<file path="src/rtl/fpu_pkg.sv">
// Shared FPU definitions: 5-bit op codes, per-op latency counts and the
// issue sequencer state type.
package fpu_pkg;

    localparam logic [4:0] FADD   = 5'b10000;
    localparam logic [4:0] FSUB   = 5'b10001;
    localparam logic [4:0] FMUL   = 5'b10010;
    localparam logic [4:0] FDIV   = 5'b10011;
    localparam logic [4:0] FSQRT  = 5'b10100;
    localparam logic [4:0] FLE    = 5'b10101;
    localparam logic [4:0] FLT    = 5'b10110;
    localparam logic [4:0] FEQ    = 5'b10111;
    localparam logic [4:0] FSGNJ  = 5'b11000;
    localparam logic [4:0] FSGNJN = 5'b11001;
    localparam logic [4:0] FSGNJX = 5'b11010;
    localparam logic [4:0] FCVTSW = 5'b11100;
    localparam logic [4:0] FCVTWS = 5'b11101;

    // Extra cycles beyond the single registered stage each sub-unit has.
    localparam int LAT_FADD   = 5;
    localparam int LAT_FSUB   = 5;
    localparam int LAT_FMUL   = 5;
    localparam int LAT_FDIV   = 8;
    localparam int LAT_FSQRT  = 3;
    localparam int LAT_FLE    = 0;
    localparam int LAT_FLT    = 0;
    localparam int LAT_FEQ    = 0;
    localparam int LAT_FSGNJ  = 0;
    localparam int LAT_FSGNJN = 0;
    localparam int LAT_FSGNJX = 0;
    localparam int LAT_FCVTSW = 2;
    localparam int LAT_FCVTWS = 2;

    typedef enum logic {
        IDLE = 1'b0,
        RUN  = 1'b1
    } seq_state_t;

endpackage

</file>
<file path="src/rtl/fpu_issue_seq.sv">
// Decoder-to-FPU issue sequencer: holds one float op on the FPU inputs for
// its latency, then emits a single write-back beat and flags RAW hazards.
module fpu_issue_seq
    import fpu_pkg::*;
#(
    parameter int XLEN    = 32,
    parameter int CNT_W   = 4,
    parameter int PERF_EN = 1
) (
    input  logic             clk,
    input  logic             rstn,
    input  logic             issue_valid,
    output logic             issue_ready,
    input  logic [4:0]       fpu_cont_i,
    input  logic [CNT_W-1:0] fpu_stall_i,
    input  logic [XLEN-1:0]  x1_i,
    input  logic [XLEN-1:0]  x2_i,
    input  logic [4:0]       rd_i,
    input  logic             rd_is_float_i,
    input  logic             flush,
    output logic [4:0]       fpu_cont_o,
    output logic [XLEN-1:0]  fpu_x1_o,
    output logic [XLEN-1:0]  fpu_x2_o,
    input  logic [XLEN-1:0]  fpu_y,
    output logic             busy,
    input  logic [4:0]       rs1_q,
    input  logic [4:0]       rs2_q,
    input  logic             rs_is_float_q,
    output logic             raw_hazard,
    output logic             wb_valid,
    output logic [4:0]       wb_rd,
    output logic             wb_is_float,
    output logic [XLEN-1:0]  wb_data,
    output logic             illegal_op,
    output logic [31:0]      perf_cnt
);

    seq_state_t       state_q, state_d;
    logic [CNT_W-1:0] cnt_q, cnt_d;
    logic [4:0]       cont_q, cont_d;
    logic [XLEN-1:0]  x1_q, x1_d;
    logic [XLEN-1:0]  x2_q, x2_d;
    logic [4:0]       rd_q, rd_d;
    logic             rd_float_q, rd_float_d;
    logic             wb_valid_q, wb_valid_d;
    logic [4:0]       wb_rd_q, wb_rd_d;
    logic             wb_float_q, wb_float_d;
    logic [XLEN-1:0]  wb_data_q, wb_data_d;
    logic             illegal_q, illegal_d;
    logic [31:0]      perf_q, perf_d;

    logic accept;
    logic rd_match;
    logic dest_is_x0;

    assign issue_ready = (state_q == IDLE) && !flush;
    assign busy        = (state_q == RUN);
    assign accept      = issue_valid && issue_ready;

    always_comb begin
        state_d    = state_q;
        cnt_d      = cnt_q;
        cont_d     = cont_q;
        x1_d       = x1_q;
        x2_d       = x2_q;
        rd_d       = rd_q;
        rd_float_d = rd_float_q;
        wb_valid_d = 1'b0;
        wb_rd_d    = wb_rd_q;
        wb_float_d = wb_float_q;
        wb_data_d  = wb_data_q;
        illegal_d  = 1'b0;
        perf_d     = perf_q;

        case (state_q)
            IDLE: begin
                if (accept) begin
                    // Bit 4 of the op code marks a valid FPU operation.
                    if (fpu_cont_i[4]) begin
                        cont_d     = fpu_cont_i;
                        x1_d       = x1_i;
                        x2_d       = x2_i;
                        rd_d       = rd_i;
                        rd_float_d = rd_is_float_i;
                        cnt_d      = fpu_stall_i;
                        state_d    = RUN;
                    end else begin
                        illegal_d = 1'b1;
                    end
                end
            end
            RUN: begin
                if (flush) begin
                    cnt_d   = '0;
                    state_d = IDLE;
                end else if (cnt_q != '0) begin
                    cnt_d = cnt_q - 1'b1;
                end else begin
                    wb_valid_d = 1'b1;
                    wb_rd_d    = rd_q;
                    wb_float_d = rd_float_q;
                    wb_data_d  = fpu_y;
                    state_d    = IDLE;
                    if (PERF_EN != 0) begin
                        perf_d = perf_q + 32'd1;
                    end
                end
            end
            default: begin
                state_d = IDLE;
            end
        endcase
    end

    always_ff @(posedge clk or negedge rstn) begin
        if (!rstn) begin
            state_q    <= IDLE;
            cnt_q      <= '0;
            cont_q     <= '0;
            x1_q       <= '0;
            x2_q       <= '0;
            rd_q       <= '0;
            rd_float_q <= 1'b0;
            wb_valid_q <= 1'b0;
            wb_rd_q    <= '0;
            wb_float_q <= 1'b0;
            wb_data_q  <= '0;
            illegal_q  <= 1'b0;
            perf_q     <= '0;
        end else begin
            state_q    <= state_d;
            cnt_q      <= cnt_d;
            cont_q     <= cont_d;
            x1_q       <= x1_d;
            x2_q       <= x2_d;
            rd_q       <= rd_d;
            rd_float_q <= rd_float_d;
            wb_valid_q <= wb_valid_d;
            wb_rd_q    <= wb_rd_d;
            wb_float_q <= wb_float_d;
            wb_data_q  <= wb_data_d;
            illegal_q  <= illegal_d;
            perf_q     <= perf_d;
        end
    end

    // Integer x0 is hardwired to zero, so a pending write to it is never a hazard.
    assign rd_match   = (rs1_q == rd_q) || (rs2_q == rd_q);
    assign dest_is_x0 = !rd_float_q && (rd_q == 5'd0);
    assign raw_hazard = busy && (rs_is_float_q == rd_float_q) && rd_match && !dest_is_x0;

    assign fpu_cont_o  = cont_q;
    assign fpu_x1_o    = x1_q;
    assign fpu_x2_o    = x2_q;
    assign wb_valid    = wb_valid_q;
    assign wb_rd       = wb_rd_q;
    assign wb_is_float = wb_float_q;
    assign wb_data     = wb_data_q;
    assign illegal_op  = illegal_q;
    assign perf_cnt    = perf_q;

endmodule
</file>
<file path="config.mk">
export PLATFORM = sky130hd
export DESIGN_NAME = fpu_issue_seq
export DESIGN_NICKNAME = d
export VERILOG_FILES = /design/src/rtl/fpu_pkg.sv /design/src/rtl/fpu_issue_seq.sv
export SDC_FILE = /design/constraint.sdc
export NUM_CORES = 1
export LEC_CHECK = 0
export ABC_CLOCK_PERIOD_IN_PS = 1800
export BUFFER_PORTS_ARGS = -buffer_cell sky130_fd_sc_hd__buf_4
export CAP_MARGIN = 20
export CORE_MARGIN = 1.5
export CORE_UTILIZATION = 43
export DETAILED_ROUTE_END_ITERATION = 12
export PLACE_DENSITY_LB_ADDON = 0.25
export SLEW_MARGIN = 20
export SYNTH_ARGS = -nofsm -noshare
export SYNTH_HDL_FRONTEND = slang
export SYNTH_SLANG_ARGS = --single-unit
</file>
<file path="constraint.sdc">
create_clock -name clk -period 1.8 [get_ports clk]
set_input_delay 0.36 -clock clk [delete_from_list [all_inputs] [get_ports clk]]
set_output_delay 0.36 -clock clk [all_outputs]
set_load 0.01 [all_outputs]
</file>
==> summary.md <==
| Metric | Value |
|---|---|
| CP Launch Type | `flip-flop` |
| WP buf/inv | `1` |
| Synth Area in Adders | `less than 1%` |
| Post-synth top area share | `about 60%` |
| Post-synth EDFFs | `0` |
| Number of DRC markers in iteration 0 | `approximately 230` |
| HPWL after DPL | `around 12 mm` |
| Non-filler cells, final | `just over 1,000` |
| Final hold violations | `0` |
| GPL Wtd Cong | `0.801` |
| Clk_lat worst skew | `around 0.42 ns` |
| Inserted Clock Buffers | `17` |
| WS Path Type | `flip-flop to output port` |
| Via/cell ratio | `between 4 and 5` |
| Drt total wl | `between 15 and 20 mm` |
| # H-tree levels | `4` |
| Largest net degree at the start of global routing | `47` |
| Compound-cell area share of the yosys netlist | `1.12%` |
| Multiplexer area fraction after synthesis | `around 14%` |
| CTS clk-pin slew, worst paths | `around 0.06 ns` |
| Number of setup violations in the final report | `between 40 and 50` |
| Combinational Power Share | `32.5%` |
| Internal | `9.29 mW` |
| Post-synthesis register bit count | `between 150 and 200` |
| Peak supply drop | `~0.00067 V` |
| Routed Antenna Nets | `0` |
| Final core utilization | `71.1%` |
| Share of layout cells above drive strength 1 | `~63%` |
| Cell family with most CP delay | `flip-flops` |
| Setup_tns | `-1.66 ns` |
| Pins Over Slew Limit | `0` |
| Power density cells | `approximately 1300 nW/um^2` |
| CTS sink cnt | `between 150 and 200` |
| Clk buf depth | `2` |
| Psw | `slightly below 4 mW` |
| Pre-CTS setup slack | `-0.165 ns` |
| GRT overflow | `0` |
| Synthesized cell area | `around 6400 sq um` |
| Sequential cell area fraction in the yosys report | `between 50 and 60%` |
| Top_reg_cell synth | `dfrtp_1` |
| # port buffers | `between 200 and 300` |
| Global-route wire length before repair | `28.3 mm` |
| Fillcell total | `around 1,000` |
| Multi-input logic area | `~2800 sq um` |
| Placed cells | `about 980` |
| Total number of vias | `around 5,100` |
| Initial antenna violation count | `0` |
| Chip Width | `about 120 microns` |
| Reg power frac | `between 30% and 40%` |
| Largest area contributor in the netlist | `dfrtp_1` |
| Failing checks | `negative setup slack` |
| Slowest stage delay, CP | `0.44 ns` |
| Sequential Area | `3810 sq um` |
| Most frequent cells in the layout | `303 x buf_4, 149 x dfrtp_1, 74 x mux2_2, 54 x nand2_1, 48 x nand2_2` |
| Minimum clock period after layout | `about 2.1 ns` |
| Clock network fraction of total power | `28.7%` |
| Root buffer cell | `clkbuf_16` |
| Status | `complete, but fails checks` |
| MaxCap Viol Count | `0` |
| CTS tree | `built` |
| Slew headroom | `a little under three quarters` |
| Hold Crit Class | `primary input to flip-flop` |
| Core area | `14,500 sq um` |
| Leakage power | `about 5.2 nW` |
| Layout area overhead | `61.7%` |
| RSZ-0062 raised after global routing | `yes` |
| IO Count | `270` |
| Final WS setup | `-0.262 ns` |
| Antenna fix cells | `0` |
| Sw Share | `between 20 and 30%` |
| Die extent in y | `125 microns` |
| Simple-Gate Fraction of Synth Area | `approximately 16%` |
| Cell Chain, Critical Path | `xor2_1, nor3_1, nand3_1, a211oi_2, buf_4` |
| Drt first pass iters | `4` |
| DRC violations left | `0` |
| Ranking of synthesized cells by area | `dfrtp_1 60%, mux2_2 13%, nand2_1 7.8%` |
| CP max stage cell | `dfrtp_2` |
| DR WL/cell | `around 17 microns` |
| Die ar. | `15,500 sq um` |
| Largest family of logic cells by synthesized area | `simple AND/OR/NAND/NOR gates` |
| Worst Tran Pin Value | `~0.42 ns` |
| Xor/xnor cell area share of the yosys netlist | `under 10%` |
| Synth unique cells | `slightly above 40` |
| Nets@finish | `around 970` |
| Fmax achieved | `485 MHz` |
| Fraction of registers with async set/reset | `100%` |
| Post-synthesis cell count | `around 520` |
| Initial Utilization | `between 40% and 50%` |
| Vias in the first global route | `5,464` |
| Syn_area_per_cell | `12.4 sq um` |
| Crit path capture type | `output port` |
| Clock Skews | `between 0.01 and 0.015 ns` |
| Req. time, crit path | `around 1.4 ns` |
| Synth Warn # | `0` |
| Syn_nets | `around 640` |
| Worst EP arrival | `roughly 1.7 ns` |
| Row cnt | `44` |
| Tot GR Track Use | `23.1%` |
| CP Max Fanout | `4` |
| Fin crit share | `115%` |
| Commonest non-fill, non-tap cell in the layout | `buf_4` |
[worst reg2reg max path, stage by stage, from the launching register on]
cell and delay (ns):
dfrtp_1 0.39, inv_2 0.09, ha_4 0.13, or3b_4 0.40, or2_4 0.32, buf_12 0.16
buf_12 0.15, nand2_4 0.07, nand2_2 0.05
[state kept, by name (all words and copies together), names as in the netlist]
| name | flops |
|---|---|
| busy | 1 |
| fpu_x2_o | 32 |
| wb_is_float | 1 |
| rd_q | 5 |
| wb_rd | 5 |
| perf_cnt | 32 |
| wb_data | 32 |
| rd_float_q | 1 |
| wb_valid | 1 |
| illegal_op | 1 |
| fpu_x1_o | 32 |
| fpu_cont_o | 5 |
| cnt_q | 4 |
[cells in the mapped netlist (2+ instances only)]
master and number:
buf_6 6, inv_1 5, ha_1 3, nor3_1 13, nand2_1 132, o22ai_1 3, xnor2_1 11, nor4_4 2
buf_2 12, buf_4 2, and3_1 4, and4_1 4, nor4_1 5, nand4_4 2, a211oi_1 2, xor2_1 31
nand4_1 6, mux2i_1 5, mux2_2 74, and2_1 2, a21oi_1 2, dfrtp_1 152, nor2_1 10, nand3_1 8
nor4_2 3
[power by group through the flow]
stage / registers (mW) / logic, mW / clock network (mW)
floorplan: 5.30 / 1.18 / 0
global placement: 4.93 / 3.58 / 0
finish: 5.15 / 4.31 / 3.81
detailed placement: 4.99 / 3.68 / 0
CTS: 5.03 / 4.04 / 3.86
global route: 5.26 / 4.61 / 4.06
[cell type report]
cell class | count | area share (%)
Tap cell | 184 | 2.24
Clock inverter | 9 | 1.70
Inverter | 6 | 0.292
Timing Repair Buffer | 328 | 26.8
Sequential cell | 152 | 37.0
Clock buffer | 20 | 4.34
Multi-Input combinational cell | 337 | 27.6
[worst paths after layout]
check	from	to	slack [ns]	cells after the start
setup reg to reg	cnt_q[1]	wb_data[12]	-0.06	8
min in group asynchronous	rstn	perf_cnt[26]	0.42	2
setup / recovery	rd_q[3]	raw_hazard	-0.26	5
hold / removal	fpu_cont_i[4]	illegal_op	0.1	2
hold reg to reg	perf_cnt[31]	perf_cnt[31]	0.47	1
max in group asynchronous	rstn	fpu_x1_o[28]	0.79	3
[kinds of logic after synthesis]
family,count (synthesis)
AND/OR/NAND/NOR,202
flip-flops,152
multiplexers,79
XOR/XNOR,42
buffers and inverters,27
AO/OA/AOI/OAI,10
adder cells (fa/ha/maj),3
[metal layers]
| metal | share of wire [%] | vias up | global-route usage, % |
|---|---|---|---|
| met3 | 6.3 | 23 | 7.04 |
| met1 | 39 | 2521 | 27.9 |
| met5 | 0 | - | 0 |
| li1 | - | 2386 | - |
| met4 | 1.6 | 0 | 7.57 |
| met2 | 53 | 183 | 39.5 |
[stage by stage]
stage	power, mW	area, sq um	hold slack, ns
floorplan	6.48	6360	0.0644
global placement	8.51	8830	0.302
detailed placement	8.66	8830	0.309
CTS	12.9	9940	0.0872
global route	13.9	10300	0.0848
finish	13.3	10300	0.0975
[repair_timing]
| action | CTS | global route |
|---|---|---|
| setup endpoints to repair | 50 | 54 |
| cloned | 7 | 1 |
| pin swaps | 68 | 40 |
| endpoints found under the hold margin | 37 | 0 |
| resized for setup | 64 | 86 |
| hold buffers | 1 | 0 |
| buffers inserted | 15 | 3 |
(Power assumes the default switching activity.)
